===== src/rtl/serial_adder.sv =====
// Bit-serial adder: operands are loaded in parallel, then one full-adder step per clock, LSB first.
// A carry flip-flop links successive bits. The result is held until the next accepted start.
module serial_adder #(
    parameter int WIDTH = 8
) (
    input  logic             ck,
    input  logic             reset,
    input  logic             start,
    input  logic [WIDTH-1:0] a,
    input  logic [WIDTH-1:0] b,
    input  logic             cin,
    output logic             busy,
    output logic             done,
    output logic [WIDTH-1:0] sum,
    output logic             cout,
    output logic             s_bit,
    output logic             c_bit
);

    localparam int CW = $clog2(WIDTH) + 1;

    typedef enum logic [1:0] {IDLE, RUN, DONE} state_t;

    state_t           state_q, state_d;
    logic [WIDTH-1:0] sa_q, sa_d;
    logic [WIDTH-1:0] sb_q, sb_d;
    logic [WIDTH-1:0] acc_q, acc_d;
    logic [WIDTH-1:0] sum_q, sum_d;
    logic             carry_q, carry_d;
    logic             cout_q, cout_d;
    logic [CW-1:0]    cnt_q, cnt_d;
    logic             sumBit;
    logic             carryNext;

    // Full-adder cell built from two half adders.
    always_comb begin
        sumBit    = sa_q[0] ^ sb_q[0] ^ carry_q;
        carryNext = (sa_q[0] & sb_q[0]) | (carry_q & (sa_q[0] ^ sb_q[0]));
    end

    always_comb begin
        state_d = state_q;
        sa_d    = sa_q;
        sb_d    = sb_q;
        acc_d   = acc_q;
        sum_d   = sum_q;
        carry_d = carry_q;
        cout_d  = cout_q;
        cnt_d   = cnt_q;
        case (state_q)
            IDLE: begin
                if (start) begin
                    sa_d    = a;
                    sb_d    = b;
                    carry_d = cin;
                    cnt_d   = '0;
                    acc_d   = '0;
                    state_d = RUN;
                end
            end
            RUN: begin
                carry_d            = carryNext;
                acc_d              = acc_q >> 1;
                acc_d[WIDTH-1]     = sumBit;
                sa_d               = sa_q >> 1;
                sb_d               = sb_q >> 1;
                cnt_d              = cnt_q + CW'(1);
                // The last bit completes the accumulator in this same step.
                if (cnt_q == CW'(WIDTH - 1)) begin
                    sum_d   = acc_d;
                    cout_d  = carryNext;
                    state_d = DONE;
                end
            end
            DONE: begin
                state_d = IDLE;
            end
            default: begin
                state_d = IDLE;
            end
        endcase
    end

    always_ff @(posedge ck) begin
        if (reset) begin
            state_q <= IDLE;
            sa_q    <= '0;
            sb_q    <= '0;
            acc_q   <= '0;
            sum_q   <= '0;
            carry_q <= 1'b0;
            cout_q  <= 1'b0;
            cnt_q   <= '0;
        end else begin
            state_q <= state_d;
            sa_q    <= sa_d;
            sb_q    <= sb_d;
            acc_q   <= acc_d;
            sum_q   <= sum_d;
            carry_q <= carry_d;
            cout_q  <= cout_d;
            cnt_q   <= cnt_d;
        end
    end

    assign busy  = (state_q != IDLE);
    assign done  = (state_q == DONE);
    assign sum   = sum_q;
    assign cout  = cout_q;
    assign s_bit = (state_q == RUN) ? sumBit : 1'b0;
    assign c_bit = carry_q;

endmodule


===== config.mk =====
export PLATFORM = sky130hd
export DESIGN_NAME = serial_adder
export DESIGN_NICKNAME = d
export VERILOG_FILES = /design/src/rtl/serial_adder.sv
export SDC_FILE = /design/constraint.sdc
export NUM_CORES = 1
export LEC_CHECK = 0
export ABC_AREA = 1
export BUFFER_PORTS_ARGS = -buffer_cell sky130_fd_sc_hd__buf_2
export CAP_MARGIN = 20
export CORE_ASPECT_RATIO = 0.5
export CORE_UTILIZATION = 54
export CTS_CLUSTER_DIAMETER = 30
export CTS_CLUSTER_SIZE = 14
export DETAILED_ROUTE_END_ITERATION = 10
export GPL_TIMING_DRIVEN = 0
export PLACE_DENSITY = 0.77
export SLEW_MARGIN = 20
export SYNTH_ARGS = -nofsm -noshare
export SYNTH_HDL_FRONTEND = slang
export SYNTH_SLANG_ARGS = --single-unit

===== constraint.sdc =====
create_clock -name ck -period 1.6 [get_ports ck]
set_clock_uncertainty 0.05 [all_clocks]
set_input_delay 0.24 -clock ck [delete_from_list [all_inputs] [get_ports ck]]
set_output_delay 0.24 -clock ck [all_outputs]
set_load 0.02 [all_outputs]

==> results of run 1 <==
layer usage:
| metal | up-vias | GRT usage |
|---|---|---|
| met3 | 5 | 0.06496 |
| met1 | 785 | 0.2961 |
| li1 | 879 | - |
| met4 | 0 | 0.06207 |
| met2 | 41 | 0.3984 |
| met5 | - | 0 |
repair_timing:
action	4_1_cts	5_1_grt
setup endpoints to repair	2	11
cloned	0	0
buffers inserted	3	2
gates resized for setup	5	4
pin swaps	3	3
through the flow:
step	instances	utilization	hold WS (ns)	worst slack, ns	TNS [ns]
after detailed placement	318	0.6482	0.4139	0.04137	0
after global routing	331	0.6943	0.1200	-0.1577	-0.1577
final	331	0.6943	0.1116	-0.08897	-0.08897
after global placement	318	0.6482	0.4072	0.08773	0
after floorplan	247	-	0.2591	0.1694	0
after CTS	329	0.6865	0.1081	-0.1006	-0.1006
Yosys cell counts, types with 2 or more instances:
library cell | n | area, sq um
nand2_1 | 59 | 221.5
nand3_1 | 55 | 275.3
dfxtp_1 | 39 | 780.8
nor2_1 | 26 | 97.59
inv_1 | 20 | 75.07
a21oi_1 | 13 | 65.06
nand3b_1 | 9 | 67.56
buf_6 | 6 | 67.56
clkbuf_1 | 3 | 11.26
buf_2 | 2 | 10.01
buf_4 | 2 | 15.01
inv_2 | 2 | 7.510
nand2_2 | 2 | 12.51
nor2_2 | 2 | 12.51
registers in the layout, indices dropped and copies added (netlist names):
register	flops
cout	1
cnt_q	4
state_q	2
c_bit	1
sa_q	8
sb_q	8
sum	8
acc_q	7
cell type report:
class	instances	area [sq um]
timing repair buffer	36	198.9
inverter	23	86.33
tap	40	50.05
clock buffer	7	76.32
multi-input combinational	172	820.8
buffer	13	107.6
fill	291	937.1
sequential	39	783.3
clock inverter	1	5.005
final timing paths:
kind	end	slack, ns
max	s_bit	-0.09
min	cnt_q[1]	0.11
min reg2reg	sum[2]	0.43
max reg2reg	acc_q[7]	0.15
cell families (layout without fill, tap and decap cells):
kind of cell             after synthesis  count (layout)
AO/OA/AOI/OAI                         15              15
adder cells (fa/ha/maj)                2               2
buffers and inverters                 36              80
AND/OR/NAND/NOR                      155             155
flip-flops                            39              39
power groups by stage:
| stage | Sequential [uW] | Combinational (uW) | Clock [uW] |
|---|---|---|---|
| final | 1030 | 275 | 642 |
| after global routing | 1030 | 307 | 694 |
| after CTS | 1030 | 265 | 651 |
| after detailed placement | 1050 | 251 | 0 |
| after global placement | 1050 | 247 | 0 |
| after floorplan | 1050 | 180 | 0 |
==> summary.md, run 1 <==
| Metric | Value |
|---|---|
| Top routing layer in use | met4 |
| Number of global-route vias before repair | 1454 |
| # diodes | 0 |
| Worst hold start | reset |
| GPL Wtd Cong | 0.7844 |
| Post-synthesis simple-gate area fraction | 0.3947 |
| Nets | 312 |
| GRT overflow | 0 |
| Design area | 2128 sq um |
| Top FF cell, synth | dfxtp_1 |
| Sw power | a little over 500 uW |
| Core ar. | 3065 sq um |
| I/O Pins | 33 |
| VDD IR-drop max | 583.0 uV |
| Int Pwr | 1428 uW |
| Pins Over Slew Limit | 0 |
| Number of synthesis warnings | 0 |
| CTS tree | yes |
| Area post-placement | 1987 sq um |
| CTS Buf Count | 5 |
| Crit path largest cell delay | between 0.5 and 0.6 ns |
| Layout cells sized above 1 | 0.2199 |
| CTS sink cnt | 39 |
| Clock power share | 0.330 |
| R2R cell count | 5 |
| Critical path's slowest cell | fa_1 |
| Post-synth EDFFs | 0 |
| Syn-to-layout area delta | 19.45% |
| Setup WS post-layout | -0.08897 ns |
| Syn Inst Count | 247 |
| Switching fraction of total power | 0.2655 |
| Crit path DAT | 1.40 ns |
| Crit Path Max Fanout | 2 |
| RSZ-0062 raised after global routing | yes |
| Max Buffers Root-to-Sink | 2 |
| Top delay family on crit path | adder cells |
| Syn Area/Cell | 7.213 sq um |
| Ratio of final minimum period to clock period | 1.056 |
| Initial antenna violation count | 0 |
| Commonest non-fill, non-tap cell in the layout | nand2_1 |
| Post-synthesis sequential area ratio | 0.4382 |
| Mapped cell area | 1782 sq um |
| Final min period | approximately 1.7 ns |
| Die height | 42.62 microns |
| Violated checks | negative setup slack |
| Most frequent cells in the layout | nand2_1 (58), nand3_1 (55), dfxtp_1 (37), buf_2 (32), nor2_1 (25) |
| Met2 Wirelength | 1.815 mm |
| H-Tree Depth | 2 |
| Crit-path cells | fa_1 > nand2_2 > inv_2 > buf_6 |
| Post-Synth XOR/XNOR Area | 0 |
| Max_cap viols | 0 |
| Combinational family with the most area after synthesis | simple AND/OR/NAND/NOR gates |
| DRT iter0 DRCs | between 60 and 70 |
| Port Buf Inserts | 31 |
| Global-route wire length before repair | 6.492 mm |
| Setup Viol. Count Final | 1 |
| Status | complete, but fails checks |
| Die ar. | 3547 sq um |
| Leakage Power | approximately 0.0010 uW |
| Cts hold-fix bufs | 0 |
| Library cells used by synthesis | 21 |
| Site Rows | 14 |
| Hold Fails Final Rpt | 0 |
| Clock Pin Slew Worst Setup and Hold Paths | around 0.070 ns |
| Slew margin rel. | 0.6650 |
| Mux share of post-synthesis cell area | 0 |
| Vias per cell | 5.166 |
| Async SR Flop Fraction | 0 |
| DRT Wirelength | 3.786 mm |
| Synth Net Count | 269 |
| Root Buffer | clkbuf_8 |
| Buffers plus inverters on the worst setup path | 2 |
| Critical Path RT | 1.31 ns |
| Hold depth | 2 |
| Die width | 83.24 microns |
| Cell Pwr Density | 913.5 nW/um^2 |
| Worst-Skew Late Latency | 0.29 ns |
| Seq cells post-synth | 39 |
| Wire per inst | 11.44 microns |
| WP depth | 4 |
| Met3 Wirelength | ~220 microns |
| Crit end category | output port |
| Comb pwr share | 0.141 |
| M1 WL | 1.721 mm |
| F_max | 592.1 MHz |
| DRT Pass-1 Iters | 5 |
| DRC | 0 |
| Worst slew pin tran | a little over 0.5 ns |
| Tot Pwr | 1944 uW |
| Setup CP Type | reg -> out |
| Type of origin of the critical path | register |
| CP startpoint | c_bit |
| Effective utilization at floorplan | 0.5812 |
| ANT nets after route | 0 |
| DP Wirelength | 2.543 mm |
| Pin count of the biggest net entering global routing | 12 |
| Flop pwr share | 0.529 |
| Gr usage total | 0.2338 |
| Worst Hold Class | in -> reg |
| DR vias | 1710 |
| Synth Area in Compound Gates | 0.04213 |
| Crit Reg-Reg Startpoint | c_bit |
| Post-synthesis adder-cell area fraction | 0.01826 |
Note: power is estimated with default switching activity, not from simulation.
==> inputs of run 2 (changes only) <==
Settings changed: CORE_UTILIZATION 54 to 35, PLACE_DENSITY 0.77 to 0.53.
==> run 2 against run 1 <==
Against the previous run: the run still ends with negative setup slack left; first-iteration DRC count down 4.8%; wire length up 12%; non-clock buffer count unchanged; die area up 52%; clock-buffer cell count unchanged; via count down 1.3%; sequential power about the same; combinational power up 1%; register-to-register slack better by 0.07 ns; sequential share of layout area down 0.83 points; final cell count up 7.9%; worst setup slack worse by 0.022 ns.
==> summary.md, run 2 (synthesis results as in run 1) <==
| Metric | Value |
|---|---|
| Status | complete, but fails checks |
| Violated checks | negative setup slack |
| DP Wirelength | 2.840 mm |
| DRT iter0 DRCs | 59 |
| Setup CP Type | reg -> out |
| Port Buf Inserts | 31 |
| VDD IR-drop max | between 300 and 400 uV |
| Clock Pin Slew Worst Setup and Hold Paths | roughly 0.080 ns |
| Fill count | around 500 |
| Cell Pwr Density | around 940 nW/um^2 |
| DRC | 0 |
| Cells after DPL | roughly 340 |
| Crit Path Max Fanout | 2 |
| Tot Pwr | ~2000 uW |
| Setup WS post-layout | -0.1109 ns |
| Setup Viol. Count Final | 1 |
| GPL Wtd Cong | 0.7538 |
| Commonest non-fill, non-tap cell in the layout | nand2_1 |
| Nets | 312 |
| H-Tree Depth | 2 |
| Cts hold-fix bufs | 0 |
| Worst-Skew Late Latency | 0.29 ns |
| Critical Path RT | 1.31 ns |
| # diodes | 0 |
| Ratio of final minimum period to clock period | 1.069 |
| DRT Pass-1 Iters | 5 |
| DRT Wirelength | 4.246 mm |
| Wire per inst | 11.89 microns |
| Area post-placement | ~2000 sq um |
| Slew margin rel. | 0.6237 |
| Worst Hold Class | in -> reg |
| Most frequent cells in the layout | nand2_1 (58), nand3_1 (55), dfxtp_1 (36), buf_2 (32), nor2_1 (25) |
| CTS tree | yes |
| Type of origin of the critical path | register |
| Pins Over Slew Limit | 0 |
| RSZ-0062 raised after global routing | yes |
| Crit path DAT | 1.42 ns |
| Syn-to-layout area delta | 22.40% |
| Crit end category | output port |
| CTS sink cnt | 39 |
| I/O Pins | 33 |
| Site Rows | 17 |
| Design area | 2181 sq um |
| CTS Buf Count | 5 |
| F_max | 584.5 MHz |
| Number of global-route vias before repair | 1546 |
| Pin count of the biggest net entering global routing | 13 |
| ANT nets after route | 0 |
| Final min period | 1.711 ns |
| Crit path largest cell delay | 0.57 ns |
| GRT overflow | 0 |
| Vias per cell | 4.728 |
| Max Buffers Root-to-Sink | 2 |
| Top delay family on crit path | adder cells |
| Die ar. | 5397 sq um |
| DR vias | 1688 |
| Final core occ | 0.4703 |
| Critical path's slowest cell | fa_1 |
| Effective utilization at floorplan | 0.3842 |
| Gr usage total | 0.1814 |
| Initial antenna violation count | 0 |
| Global-route wire length before repair | 7.176 mm |
| Root Buffer | clkbuf_8 |
| Max_cap viols | 0 |
| Crit-path cells | fa_1 > nand2_2 > inv_2 > buf_6 |
| Leakage Power | 0.001043 uW |
| Worst slew pin tran | 0.5644 ns |
| Core ar. | 4637 sq um |
| Die width | 102.9 microns |
| Hold Fails Final Rpt | 0 |
| Buffers plus inverters on the worst setup path | 2 |
| Die height | 52.45 microns |
| Layout cells sized above 1 | 0.2302 |
| Final cell count without fillers | 357 |
[run 2: cell type report]
class | count | area, sq um | share of cell area
Inverter | 23 | 86.33 | 0.03959
Multi-Input combinational cell | 172 | 820.8 | 0.3764
Clock inverter | 1 | 7.507 | 0.003442
Timing Repair Buffer | 36 | 198.9 | 0.09122
Clock buffer | 7 | 96.34 | 0.04418
Tap cell | 66 | 82.58 | 0.03787
Buffer | 13 | 103.9 | 0.04762
Sequential cell | 39 | 784.5 | 0.3597
[run 2: worst register-to-register path, stage by stage (launching register included)]
cell and delay, ns:
dfxtp_1 0.38, ha_1 0.21, nand3_1 0.15, nor2_2 0.36, nor2_1 0.08, nor2_1 0.10
[run 2: per-layer routing]
layer / GRT usage / up-vias / part of all wire
met4: 0.06338 / 0 / 0.0085
met1: 0.2303 / 769 / 0.51
met3: 0.04800 / 5 / 0.045
met5: 0 / - / 0
li1: - / 879 / -
met2: 0.3000 / 35 / 0.43
[run 2: what timing repair did]
item | CTS | global route
endpoints found under the hold margin | 0 | 0
resized for setup | 5 | 4
endpoints found under the setup margin | 2 | 11
pin swaps | 3 | 2
buffers inserted | 2 | 3
[run 2: path summary, 6_finish.rpt]
check,from,cells past startpoint,slack [ns],endpoint
worst max-delay path,c_bit,4,-0.11,s_bit
worst min register to register,acc_q[1],2,0.43,acc_q[1]
worst max register to register,cnt_q[0],5,0.22,sum[5]
worst min-delay path,reset,2,0.12,acc_q[1]
[run 2: where the power goes]
group          switching (uW)  internal [uW]
Combinational             163            117
Sequential               22.3           1000
Clock                     360            392
[run 2: through the flow]
stage	worst slack, ns	hold WS, ns	TNS (ns)
CTS	-0.1337	0.1073	-0.1337
finish	-0.1109	0.1191	-0.1109
floorplan	0.1694	0.2591	0
global route	-0.1808	0.1127	-0.1808
global placement	0.05204	0.4074	0
detailed placement	0.03898	0.4175	0
